===== config.mk =====
export PLATFORM = sky130hd
export DESIGN_NAME = paddle_input_conditioner
export DESIGN_NICKNAME = d
export VERILOG_FILES = /design/src/rtl/paddle_input_conditioner.sv
export SDC_FILE = /design/constraint.sdc
export NUM_CORES = 1
export LEC_CHECK = 0
export BUFFER_PORTS_ARGS = -buffer_cell sky130_fd_sc_hd__buf_2
export CELL_PAD_IN_SITES_DETAIL_PLACEMENT = 0
export CELL_PAD_IN_SITES_GLOBAL_PLACEMENT = 1
export CORE_AREA = 2 2 120 122
export CTS_CLUSTER_DIAMETER = 120
export DETAILED_ROUTE_END_ITERATION = 8
export DIE_AREA = 0 0 122 124
export PLACE_DENSITY = 0.88
export REMOVE_ABC_BUFFERS = 1
export SLEW_MARGIN = 10
export SYNTH_ARGS = -nofsm -noshare
export SYNTH_HDL_FRONTEND = slang
export SYNTH_SLANG_ARGS = --single-unit

===== constraint.sdc =====
create_clock -name clk -period 3.6 [get_ports clk]
set_input_delay 0.18 -clock clk [delete_from_list [all_inputs] [get_ports clk]]
set_output_delay 0.18 -clock clk [all_outputs]
set_load 0.005 [all_outputs]

===== src/rtl/paddle_input_conditioner.sv =====
// Signed analog stick axes -> held 0..255 paddle values (deadzone, inversion, IIR smoothing).
// Filter passes every SAMPLE_DIV cycles; outputs freeze while trigger or the channel's timer is active.
module paddle_input_conditioner #(
  parameter int SAMPLE_DIV   = 14318,
  parameter int FILTER_SHIFT = 2,
  parameter int DEADZONE     = 4
) (
  input  logic        clk,
  input  logic        reset,
  input  logic [15:0] joy_a0,
  input  logic [15:0] joy_a1,
  input  logic [3:0]  invert,
  input  logic        trigger,
  input  logic [3:0]  timer_busy,
  output logic [7:0]  paddle0,
  output logic [7:0]  paddle1,
  output logic [7:0]  paddle2,
  output logic [7:0]  paddle3,
  output logic        sample_stb
);

  localparam int AW = 8 + FILTER_SHIFT;
  localparam int CW = (SAMPLE_DIV > 1) ? $clog2(SAMPLE_DIV) : 1;

  if (SAMPLE_DIV < 5) begin : g_div_check
    $error("paddle_input_conditioner: SAMPLE_DIV must be at least 5");
  end

  typedef enum logic [2:0] {S_IDLE, S_CH0, S_CH1, S_CH2, S_CH3} state_t;

  logic [CW-1:0] cnt_q, cnt_d;
  logic          stb_q;
  state_t        state_q;
  logic [AW-1:0] acc_q    [4];
  logic [AW-1:0] acc_d    [4];
  logic [7:0]    axis     [4];
  logic [7:0]    u        [4];
  logic [7:0]    filt     [4];
  logic [7:0]    paddle_q [4];

  // Deadzone is judged on the signed magnitude, so -128 counts as 128.
  function automatic logic [7:0] to_unsigned(input logic [7:0] s, input logic inv);
    logic [8:0] sx;
    logic [8:0] mag;
    logic [7:0] r;
    sx  = {s[7], s};
    mag = s[7] ? (9'd0 - sx) : sx;
    r   = (mag < 9'(DEADZONE)) ? 8'd128 : {~s[7], s[6:0]};
    return inv ? ~r : r;
  endfunction

  always_comb begin
    axis[0] = joy_a0[7:0];
    axis[1] = joy_a0[15:8];
    axis[2] = joy_a1[7:0];
    axis[3] = joy_a1[15:8];
    for (int i = 0; i < 4; i++) begin
      u[i]     = to_unsigned(axis[i], invert[i]);
      acc_d[i] = acc_q[i] - (acc_q[i] >> FILTER_SHIFT) + AW'(u[i]);
      filt[i]  = 8'(acc_q[i] >> FILTER_SHIFT);
    end
    cnt_d = (cnt_q == CW'(SAMPLE_DIV - 1)) ? '0 : cnt_q + CW'(1);
  end

  always_ff @(posedge clk) begin
    if (reset) begin
      cnt_q <= '0;
      stb_q <= 1'b0;
    end else begin
      cnt_q <= cnt_d;
      stb_q <= (cnt_d == CW'(SAMPLE_DIV - 1));
    end
  end

  always_ff @(posedge clk) begin
    if (reset) begin
      state_q <= S_IDLE;
      for (int i = 0; i < 4; i++) acc_q[i] <= AW'(128) << FILTER_SHIFT;
    end else begin
      case (state_q)
        S_IDLE: if (stb_q) state_q <= S_CH0;
        S_CH0: begin acc_q[0] <= acc_d[0]; state_q <= S_CH1; end
        S_CH1: begin acc_q[1] <= acc_d[1]; state_q <= S_CH2; end
        S_CH2: begin acc_q[2] <= acc_d[2]; state_q <= S_CH3; end
        S_CH3: begin acc_q[3] <= acc_d[3]; state_q <= S_IDLE; end
        default: state_q <= S_IDLE;
      endcase
    end
  end

  // Timers latch the value already on the bus, so the trigger cycle itself must not update.
  always_ff @(posedge clk) begin
    for (int i = 0; i < 4; i++) begin
      if (reset) paddle_q[i] <= 8'd128;
      else if (!trigger && !timer_busy[i]) paddle_q[i] <= filt[i];
    end
  end

  assign paddle0    = paddle_q[0];
  assign paddle1    = paddle_q[1];
  assign paddle2    = paddle_q[2];
  assign paddle3    = paddle_q[3];
  assign sample_stb = stb_q;

endmodule


==> impl_results.md <==
* Comb power frac at approximately 29%
* Leakage power at about 3 nW
* Critical path class: in2reg
* CTS H-Tree Depth at 3
* Root Driver: clkbuf_16
* CTS buffer count at 9
* Worst Hold Class: in2reg
* Multi-input logic area at between 0.003 and 0.004 mm2
* Area growth syn-to-layout at 12.9%
* Worst-path clk slew at about 0.06 ns
* N_diodes at 0
* Remaining DRCs at 0
* Least-Margin Pin Slew at about 0.99 ns
* GR Util All Layers at 17.7%
* CP Cell Sequence: buf_2 -> or4_1 -> nor3_1 -> a21oi_1 -> nand2_1 -> xnor2_1 -> fa_1 -> fa_1 -> a21oi_1 -> o21ai_1 -> a2111oi_1 -> or4_1 -> nand2_1
* Routed wire length at 12.5 mm
* CP max-delay cell: or4_1
* Final Max Tran Viols at 0
* Final Setup Violations at 0
* Largest net degree at the start of global routing at 23
* Clk Latency, worst-skew pair at 0.35 ns
* DIE AREA at around 0.015 mm2
* NetSw at around 0.00088 W
* P per Cell Area at just under 400 mW/mm2
* DRT Pass-1 Iters at 5
* Vias in the first global route at ~4700
* Yosys cell types at 57
* Fin crit share at roughly nine tenths
* Routed len/inst at 14.0 um
* Clock sinks at 90
* Gpl congestion at around 0.93
* Syn_area_per_cell at ~10 um2
* Area fraction of the dominant cell type after synthesis at 33.8%
* Critical Path Start Type: input pin
* Yosys warns at 0
* #FFs+latches synth at 90
* Synthesized area at between 0.006 and 0.007 mm2
* Post-route setup TNS at 0 ns
* Setup WS post-layout at between 0.3 and 0.4 ns
* Hpwl dp at around 10 mm
* CTS Hold Buffers Added at 0
* Commonest non-fill, non-tap cell in the layout: buf_2
* Hold Slack at just over 0.2 ns
* Crit path arrival time at 3.33 ns
* Seq pwr share at about two fifths
* Area contributors post-synth: edfxtp_1 (34%), fa_1 (10%), ha_1 (8.2%)
* Clk buf depth at 2
* Mapped Cells at between 600 and 700
* Clk pwr share at about 30%
* Internal at approximately 0.002 W
* Initial core utilization at ~47%
* Number of port buffers at 75
* Via density per instance at roughly 5.3
* Sequential cell area fraction in the yosys report at between 30% and 40%
* Number of flops mapped to enable cells by yosys at between 70 and 80
* Largest area contributor in the netlist: edfxtp_1
* Core area at 0.0137 mm2
* Max-cap viol count at 0
* Critical-path maximum fanout at 7
* Run status: finished clean
* Number of routed nets with antenna violations at 0
* Layout cells sized above 1 at between 10% and 20%
* Layout Skew at between 0.005 and 0.006 ns
* Die H at roughly 120 um
* Fill count at ~1200
* CTS tree: yes
* Via Count at 4730
* Die width at about 120 um
* Post-synthesis async set-or-reset flop share at 0%
* Worst path max stage delay at ~0.51 ns
* Top Ports at 76
* Cell Rows at 43
* Commonest non-fill, non-tap cells in the layout: buf_2 (75), edfxtp_1 (72), nor2_1 (58), inv_1 (55), nand2_1 (52)
* First-pass GRT wire length at 21.1 mm
* Main flop type after synthesis: edfxtp_1
* Dpl ws at -0.0235 ns
* Tmin final at around 3.2 ns
* DR iter-0 viols at about 220
* Overflow after GRT at 0
* CP Capture Type: flop
* Peak Freq at just over 300 MHz
* Worst EP required at around 3.7 ns
* Slew headroom at between 30 and 40%
* Initial antenna violation count at 0
* Maximum VDD drop at 249 uV
* Switching power share of the total at 30.6%
* Final net count at 823
* Register area at 0.00252 mm2
* Final Hold Fails at 0
* RSZ-0062 raised after global routing: no
==> cell families (layout without fill, tap and decap cells) <==
logic type                 after synthesis  in the layout  share of synthesized area (%)
AOI/OAI and AO/OA                      105            105                           11.2
xor gates and xnor gates                56             56                           7.67
adders and majority gates               74             74                           18.2
buffers and inverters                   65            147                           3.91
DFF                                     90             90                           39.4
muxes                                    4              4                          0.626
and+or+nand+nor                        235            235                           18.9
==> layout make-up <==
type	count	area share, %
flip-flops and latches	90	34.9
inverters	55	2.86
well taps	180	3.12
multi-input cells	474	50.2
repair buffers	76	5.30
clock buffers	10	3.17
clock inverters	6	0.468
==> power groups by stage <==
stage                     clock network [W]  logic [W]  registers [W]
after floorplan                           0   0.000616        0.00120
after global placement                    0   0.000789        0.00120
after detailed placement                  0   0.000817        0.00121
after CTS                          0.000870   0.000825        0.00118
after global routing               0.000911   0.000933        0.00119
final                              0.000855   0.000828        0.00118
==> synth_stat cells, types with 6 or more instances <==
master    number
edfxtp_1      72
nor2_1        58
inv_1         55
nand2_1       52
ha_1          42
xnor2_1       42
fa_1          32
and2_1        30
nor3_1        25
o21ai_0       23
a21oi_1       21
dfxtp_1       18
nand2b_1      14
xor2_1        14
a211oi_1       9
a21o_1         8
nor2b_1        8
o21ai_1        8
and3_1         7
nand3_1        7
clkbuf_1       6
nand4_1        6
==> flip-flops by register name, summed over array words and instances, names as in the netlist <==
name,cells
sample_stb,1
paddle_q,32
acc_q,40
state_q,3
cnt_q,14
==> worst max-delay path, delay by kind of cell <==
kind | cells | cell delay [ns]
AO/OA/AOI/OAI | 4 | 0.92
XOR/XNOR | 1 | 0.13
adder cells (fa/ha/maj) | 2 | 0.97
buffers and inverters | 1 | 0.11
AND/OR/NAND/NOR | 5 | 1.01
==> path summary, 6_finish.rpt <==
check                     to  cells past startpoint  slack (ns)          start
max              acc_q[2][8]                     13        0.38      joy_a1[4]
min          paddle_q[0][15]                      3        0.20  timer_busy[1]
max reg2reg      acc_q[0][9]                      8        0.79    acc_q[0][3]
min reg2reg         cnt_q[0]                      1        0.54       cnt_q[0]
==> timing repair <==
item                                    CTS  global route
buffers inserted                          0             0
endpoints found under the setup margin    0             1
gates resized for setup                   0             1
==> metrics by stage <==
step                      util [%]  total power, W  std cells  instance area [um2]
after floorplan                  -         0.00182        619                 6350
after global placement        50.7         0.00199        875                 6960
after detailed placement      50.7         0.00202        875                 6960
after CTS                     52.6         0.00288        891                 7220
after global routing          52.7         0.00303        891                 7220
final                         52.7         0.00287        891                 7220
==> routing by layer <==
layer | track usage, % | vias up | routed length (um)
met5 | 0 | - | 0
met4 | 7.76 | 0 | 275
met3 | 2.70 | 16 | 447
met2 | 31.0 | 95 | 6260
met1 | 21.7 | 2268 | 5510
li1 | - | 2351 | -
(Power assumes the default switching activity.)
